[src/rtl/set_count_gen_if.sv]
// Handshake bundle for set_count_gen: job request/operands in, status/result out.
interface set_count_gen_if #(
  parameter int CW    = 4,
  parameter int CNT_W = 8
);
  logic             i_en;
  logic [4*CW-1:0]  i_central;
  logic [2*CW-1:0]  i_radius;
  logic [1:0]       i_mode;
  logic             o_busy;
  logic             o_valid;
  logic [CNT_W-1:0] o_candidate;

  modport master (
    output i_en, i_central, i_radius, i_mode,
    input  o_busy, o_valid, o_candidate
  );

  modport slave (
    input  i_en, i_central, i_radius, i_mode,
    output o_busy, o_valid, o_candidate
  );
endinterface

[src/rtl/set_count_gen.sv]
// Counts grid points (1..GRID)^2 lying in a set built from two discs A and B,
// scanning one point per clock and reporting the count with a one-cycle strobe.
module set_count_gen #(
  parameter int CW    = 4,
  parameter int GRID  = 8,
  parameter int CNT_W = 8
) (
  input  logic           clk,
  input  logic           rst,
  set_count_gen_if.slave bus
);

  if ((GRID > (2**CW) - 1) || ((2**CNT_W) <= GRID * GRID)) begin : g_param_check
    $error("set_count_gen: illegal CW/GRID/CNT_W combination");
  end

  localparam logic [CW-1:0] LP_GRID = CW'(GRID);
  localparam logic [CW-1:0] LP_ONE  = CW'(1);

  typedef enum logic [1:0] {IDLE, SCAN, DONE} state_t;

  state_t           r_state;
  state_t           w_next;

  logic [CW-1:0]    r_xa, r_ya, r_xb, r_yb, r_ra, r_rb;
  logic [1:0]       r_mode;
  logic [CW-1:0]    r_x, r_y;
  logic             r_hit;
  logic             r_pt_done;
  logic [CNT_W-1:0] r_cnt;
  logic             r_busy;
  logic             r_valid;
  logic [CNT_W-1:0] r_cand;

  logic             w_in_a, w_in_b, w_sel, w_last_pt;

  function automatic logic in_circle(input logic [CW-1:0] px, input logic [CW-1:0] py,
                                     input logic [CW-1:0] cx, input logic [CW-1:0] cy,
                                     input logic [CW-1:0] r);
    logic [CW-1:0]   dx, dy;
    logic [2*CW+1:0] dxw, dyw, rw;
    dx  = (px >= cx) ? (px - cx) : (cx - px);
    dy  = (py >= cy) ? (py - cy) : (cy - py);
    dxw = {{(CW+2){1'b0}}, dx};
    dyw = {{(CW+2){1'b0}}, dy};
    rw  = {{(CW+2){1'b0}}, r};
    return (dxw * dxw + dyw * dyw) <= (rw * rw);
  endfunction

  always_comb begin
    w_next    = r_state;
    w_in_a    = in_circle(r_x, r_y, r_xa, r_ya, r_ra);
    w_in_b    = in_circle(r_x, r_y, r_xb, r_yb, r_rb);
    w_last_pt = (r_x == LP_GRID) && (r_y == LP_GRID);
    w_sel     = 1'b0;
    case (r_mode)
      2'b00:   w_sel = w_in_a;
      2'b01:   w_sel = w_in_a & w_in_b;
      2'b10:   w_sel = w_in_a ^ w_in_b;
      default: w_sel = w_in_a | w_in_b;
    endcase
    case (r_state)
      IDLE:    if (bus.i_en) w_next = SCAN;
      SCAN:    if (r_pt_done) w_next = DONE;
      DONE:    w_next = IDLE;
      default: w_next = IDLE;
    endcase
  end

  // Membership is registered into r_hit and accumulated a cycle later, so SCAN
  // runs GRID*GRID+1 cycles and the final count folds in the last pending hit.
  always_ff @(posedge clk or posedge rst) begin
    if (rst) begin
      r_state   <= IDLE;
      r_xa      <= '0;
      r_ya      <= '0;
      r_xb      <= '0;
      r_yb      <= '0;
      r_ra      <= '0;
      r_rb      <= '0;
      r_mode    <= '0;
      r_x       <= '0;
      r_y       <= '0;
      r_hit     <= 1'b0;
      r_pt_done <= 1'b0;
      r_cnt     <= '0;
      r_busy    <= 1'b0;
      r_valid   <= 1'b0;
      r_cand    <= '0;
    end else begin
      r_state <= w_next;
      r_valid <= 1'b0;
      case (r_state)
        IDLE: begin
          if (bus.i_en) begin
            {r_xa, r_ya, r_xb, r_yb} <= bus.i_central;
            {r_ra, r_rb}             <= bus.i_radius;
            r_mode    <= bus.i_mode;
            r_x       <= LP_ONE;
            r_y       <= LP_ONE;
            r_hit     <= 1'b0;
            r_pt_done <= 1'b0;
            r_cnt     <= '0;
            r_busy    <= 1'b1;
          end
        end
        SCAN: begin
          r_cnt <= r_cnt + CNT_W'(r_hit);
          if (r_pt_done) begin
            r_hit   <= 1'b0;
            r_cand  <= r_cnt + CNT_W'(r_hit);
            r_valid <= 1'b1;
          end else begin
            r_hit     <= w_sel;
            r_pt_done <= w_last_pt;
            if (r_y == LP_GRID) begin
              r_y <= LP_ONE;
              r_x <= r_x + LP_ONE;
            end else begin
              r_y <= r_y + LP_ONE;
            end
          end
        end
        DONE: begin
          r_busy <= 1'b0;
        end
        default: begin
          r_busy <= 1'b0;
        end
      endcase
    end
  end

  assign bus.o_busy      = r_busy;
  assign bus.o_valid     = r_valid;
  assign bus.o_candidate = r_cand;

endmodule
[src/flat_wrapper.sv]
// flat-port wrapper written by rule: the top's interface ports become plain ports
module set_count_gen_flat 
#(
  parameter int CW    = 4,
  parameter int GRID  = 8,
  parameter int CNT_W = 8
)
  (clk, rst, bus_i_en, bus_i_central, bus_i_radius, bus_i_mode, bus_o_busy, bus_o_valid, bus_o_candidate);
  set_count_gen_if #(.CW(CW), .CNT_W(CNT_W)) bus_i ();
  input  logic clk;
  input  logic rst;
  input wire logic [$bits(bus_i.i_en)-1:0] bus_i_en;
  input wire logic [$bits(bus_i.i_central)-1:0] bus_i_central;
  input wire logic [$bits(bus_i.i_radius)-1:0] bus_i_radius;
  input wire logic [$bits(bus_i.i_mode)-1:0] bus_i_mode;
  output wire logic [$bits(bus_i.o_busy)-1:0] bus_o_busy;
  output wire logic [$bits(bus_i.o_valid)-1:0] bus_o_valid;
  output wire logic [$bits(bus_i.o_candidate)-1:0] bus_o_candidate;
  assign bus_i.i_en = bus_i_en;
  assign bus_i.i_central = bus_i_central;
  assign bus_i.i_radius = bus_i_radius;
  assign bus_i.i_mode = bus_i_mode;
  assign bus_o_busy = bus_i.o_busy;
  assign bus_o_valid = bus_i.o_valid;
  assign bus_o_candidate = bus_i.o_candidate;
  set_count_gen #(.CW(CW), .GRID(GRID), .CNT_W(CNT_W)) u_core (.clk(clk), .rst(rst), .bus(bus_i));
endmodule
[config.mk]
export PLATFORM = sky130hd
export DESIGN_NAME = set_count_gen_flat
export DESIGN_NICKNAME = d
export VERILOG_FILES = /design/src/rtl/set_count_gen_if.sv /design/src/rtl/set_count_gen.sv /design/src/flat_wrapper.sv
export SDC_FILE = /design/constraint.sdc
export NUM_CORES = 1
export LEC_CHECK = 0
export ABC_AREA = 1
export BUFFER_PORTS_ARGS = -buffer_cell sky130_fd_sc_hd__buf_2
export CAP_MARGIN = 20
export CORE_MARGIN = 1
export CORE_UTILIZATION = 39
export DETAILED_ROUTE_END_ITERATION = 12
export GPL_ROUTABILITY_DRIVEN = 0
export PLACE_DENSITY_LB_ADDON = 0.2
export SKIP_CTS_REPAIR_TIMING = 1
export SYNTH_ARGS = -nofsm -noshare
export SYNTH_HDL_FRONTEND = slang
export SYNTH_SLANG_ARGS = --single-unit
[constraint.sdc]
create_clock -name clk -period 7.9 [get_ports clk]
set_input_delay 0.395 -clock clk [delete_from_list [all_inputs] [get_ports clk]]
set_output_delay 0.395 -clock clk [all_outputs]
set_load 0.02 [all_outputs]
==> flow_summary.json <==
{
  "outcome": "finished clean",
  "syn-cell-area_mm2": 0.00570,
  "synth_common_cells": "nand2_1 (156), inv_1 (136), ha_1 (92), dfrtp_1 (56), o21ai_0 (39)",
  "rows": 43,
  "synth_edf_count": 0,
  "vias_per_cell": 4.76,
  "insertion_delay_ns": 0.30,
  "hp-class": "in -> async",
  "tightest_slew_ns": 0.729,
  "skew_ns": 0.00712,
  "hpwl_um": 9880,
  "cts_tree": "built",
  "worstSetupPathType": "reg -> reg",
  "numPortBuffers": 38,
  "drive_gt1_share_pct": 11.3,
  "end_kind": "register",
  "multi_input_area_mm2": 0.00368,
  "crit_top_cell": "nand2_1",
  "htreeDepth": 2,
  "synth_area_leaders": "dfrtp_1 (25%), ha_1 (20%), fa_1 (11%)",
  "final_cells": 926,
  "async_flop_share_pct": 100,
  "fin_ws_ns": 1.08,
  "arrival_ns": 7.01,
  "ys_ff_latch": 56,
  "synth.top_cell.area_share_pct": 24.6,
  "clock_path_buffers": 2,
  "fin_crit_sh_pct": 86.3,
  "synth.avg_cell_area_um2": 8.04,
  "worstRegToRegCells": 38,
  "coreArea_mm2": 0.0141,
  "synth_area_leader_cell": "dfrtp_1",
  "cp_max_fo": 5,
  "timing.rr.end": "u_core.r_hit$_DFFE_PP0P_",
  "rsz0062_at_grt": "false",
  "slew_headroom_pct": 51.4,
  "antenna_cells": 0,
  "layout.nets": 897,
  "yosysMostFrequentCell": "nand2_1",
  "route.detailed.drc": 0,
  "tns_ns": 0,
  "overflow": 0,
  "finalHoldViolCount": 0,
  "initial_core_util_pct": 40.4,
  "cts_buffers": 5,
  "synth_seq_area_share_pct": 24.6,
  "die_area_mm2": 0.0151,
  "nFillCells": 1468,
  "ioPinCount": 39,
  "ant_nets": 0,
  "start_kind": "register",
  "totalWireLength_um": 11900,
  "cts.sinks": 56,
  "rrSetupSlack_ns": 1.08,
  "place_ws_ns": 1.11,
  "drtPass1Iterations": 5,
  "r2r-start": "u_core.r_x[0]$_DFFE_PP0P_",
  "critPathSlowestCell": "fa_1",
  "drt-wirelength-per-cell_um": 12.8,
  "path_clk_slew_ns": 0.08,
  "grt_start_max_net_pins": 57,
  "ff_latch_area_mm2": 0.00140,
  "syn2layout_area_growth_pct": 8.96,
  "dieWidth_um": 123,
  "synth_nets": 861,
  "vias": 4404,
  "timing.critical_path.slowest_cell_delay_ns": 0.55,
  "synth_flop_cell": "dfrtp_1",
  "final-setup-viol-count": 0,
  "antenna_found_initial": 0,
  "drtIter0Drc": 166,
  "drv_cap": 0,
  "grt_util_all_layers_pct": 17.4,
  "cts_root_buffer": "clkbuf_16",
  "fmax_ghz": 0.147,
  "synth.distinct_cells": 35,
  "cp_data_required_time_ns": 8.09,
  "fin_crit_ns": 6.82,
  "maxSlewViolCount": 0,
  "dp_cells": 918,
  "syn_inst": 709,
  "grt_pass1_wl_um": 20800,
  "grt_pass1_vias": 4511,
  "ys_warn_count": 0,
  "die_h_um": 123
}
==> critical path, delay by kind of cell (launching register included) <==
| kind | cells | cell delay (ns) |
|---|---|---|
| adder cells (fa/ha/maj) | 10 | 3.77 |
| AND/OR/NAND/NOR | 15 | 1.12 |
| AO/OA/AOI/OAI | 4 | 0.64 |
| buffers and inverters | 8 | 0.57 |
| flip-flops | 1 | 0.45 |
| XOR/XNOR | 1 | 0.17 |
==> how the worst max path moves through the flow <==
stage / start / end / cells after the start
2_1_floorplan: u_core.r_x[0]$_DFFE_PP0P_ / u_core.r_hit$_DFFE_PP0P_ / 38
4_1_cts: u_core.r_x[0]$_DFFE_PP0P_ / u_core.r_hit$_DFFE_PP0P_ / 38
5_1_grt: u_core.r_x[0]$_DFFE_PP0P_ / u_core.r_hit$_DFFE_PP0P_ / 38
3_3_place_gp: u_core.r_x[0]$_DFFE_PP0P_ / u_core.r_hit$_DFFE_PP0P_ / 38
3_5_place_dp: u_core.r_x[0]$_DFFE_PP0P_ / u_core.r_hit$_DFFE_PP0P_ / 38
6_report: u_core.r_x[0]$_DFFE_PP0P_ / u_core.r_hit$_DFFE_PP0P_ / 38
==> metal layers <==
metal | track usage, % | vias up | wire, um
met1 | 23.7 | 2056 | 5920
li1 | - | 2303 | -
met2 | 29.3 | 35 | 5620
met3 | 1.48 | 10 | 153
met4 | 5.72 | 0 | 185
met5 | 0 | - | 0
==> logic make-up (layout without fill, tap and decap cells) <==
logic type | Yosys count | in the layout | share of synthesized area, %
AOI/OAI and AO/OA | 96 | 96 | 10.5
xor gates and xnor gates | 31 | 31 | 4.76
adders and majority gates | 123 | 123 | 31.1
buffers and inverters | 157 | 194 | 10.9
DFF | 56 | 56 | 24.6
and+or+nand+nor | 246 | 246 | 18.2
==> area by class of cell <==
cell class              count  area share, %
clock buffers               5           2.01
clock inverters             3          0.443
inverters                 146           8.82
multi-input cells         496           59.2
flip-flops and latches     56           22.6
well taps                 180           3.63
repair buffers             40           3.30
==> flip-flops by register name, indices dropped and copies added (netlist names) <==
name / cells
u_core.r_ya: 4
u_core.r_mode: 2
u_core.r_yb: 4
u_core.r_cnt: 8
u_core.bus.o_candidate: 8
u_core.r_hit: 1
u_core.bus.o_valid: 1
u_core.r_rb: 4
u_core.bus.o_busy: 1
u_core.r_state: 2
u_core.r_xa: 4
u_core.r_xb: 4
u_core.r_ra: 4
u_core.r_y: 4
u_core.r_pt_done: 1
u_core.r_x: 4
==> layout by cell type, fill, tap and decap left out, types with 2 or more instances in the layout <==
cell type,netlist,routed
a21o_1,3,3
a21oi_1,22,22
a21oi_4,2,2
a31o_2,2,2
a31oi_1,5,5
buf_2,4,38
buf_4,1,2
clkbuf_16,0,5
dfrtp_1,56,56
fa_1,31,31
ha_1,92,92
inv_1,136,135
inv_2,10,11
nand2_1,156,156
nand2_2,5,5
nand2_4,2,2
nand3_1,33,33
nand4_1,8,8
nor2_1,38,38
nor2_4,3,3
o21a_1,2,2
o21ai_0,39,39
o21ai_2,6,6
o21bai_1,3,3
o21bai_2,2,2
o22ai_1,5,5
xnor2_1,8,8
xor2_1,23,23
==> per-stage QoR <==
| stage | util, % | instance area (um2) | hold WS [ns] |
|---|---|---|---|
| CTS | 44.1 | 6210 | 0.289 |
| floorplan | - | 5700 | 0.453 |
| finish | 44.1 | 6210 | 0.283 |
| global placement | 43.0 | 6060 | 0.460 |
| global route | 44.1 | 6210 | 0.307 |
| detailed placement | 43.0 | 6060 | 0.467 |
Power is left out: the tool's default activity adds up to more than one toggle a clock period on the data nets, which glitch-free logic cannot reach.
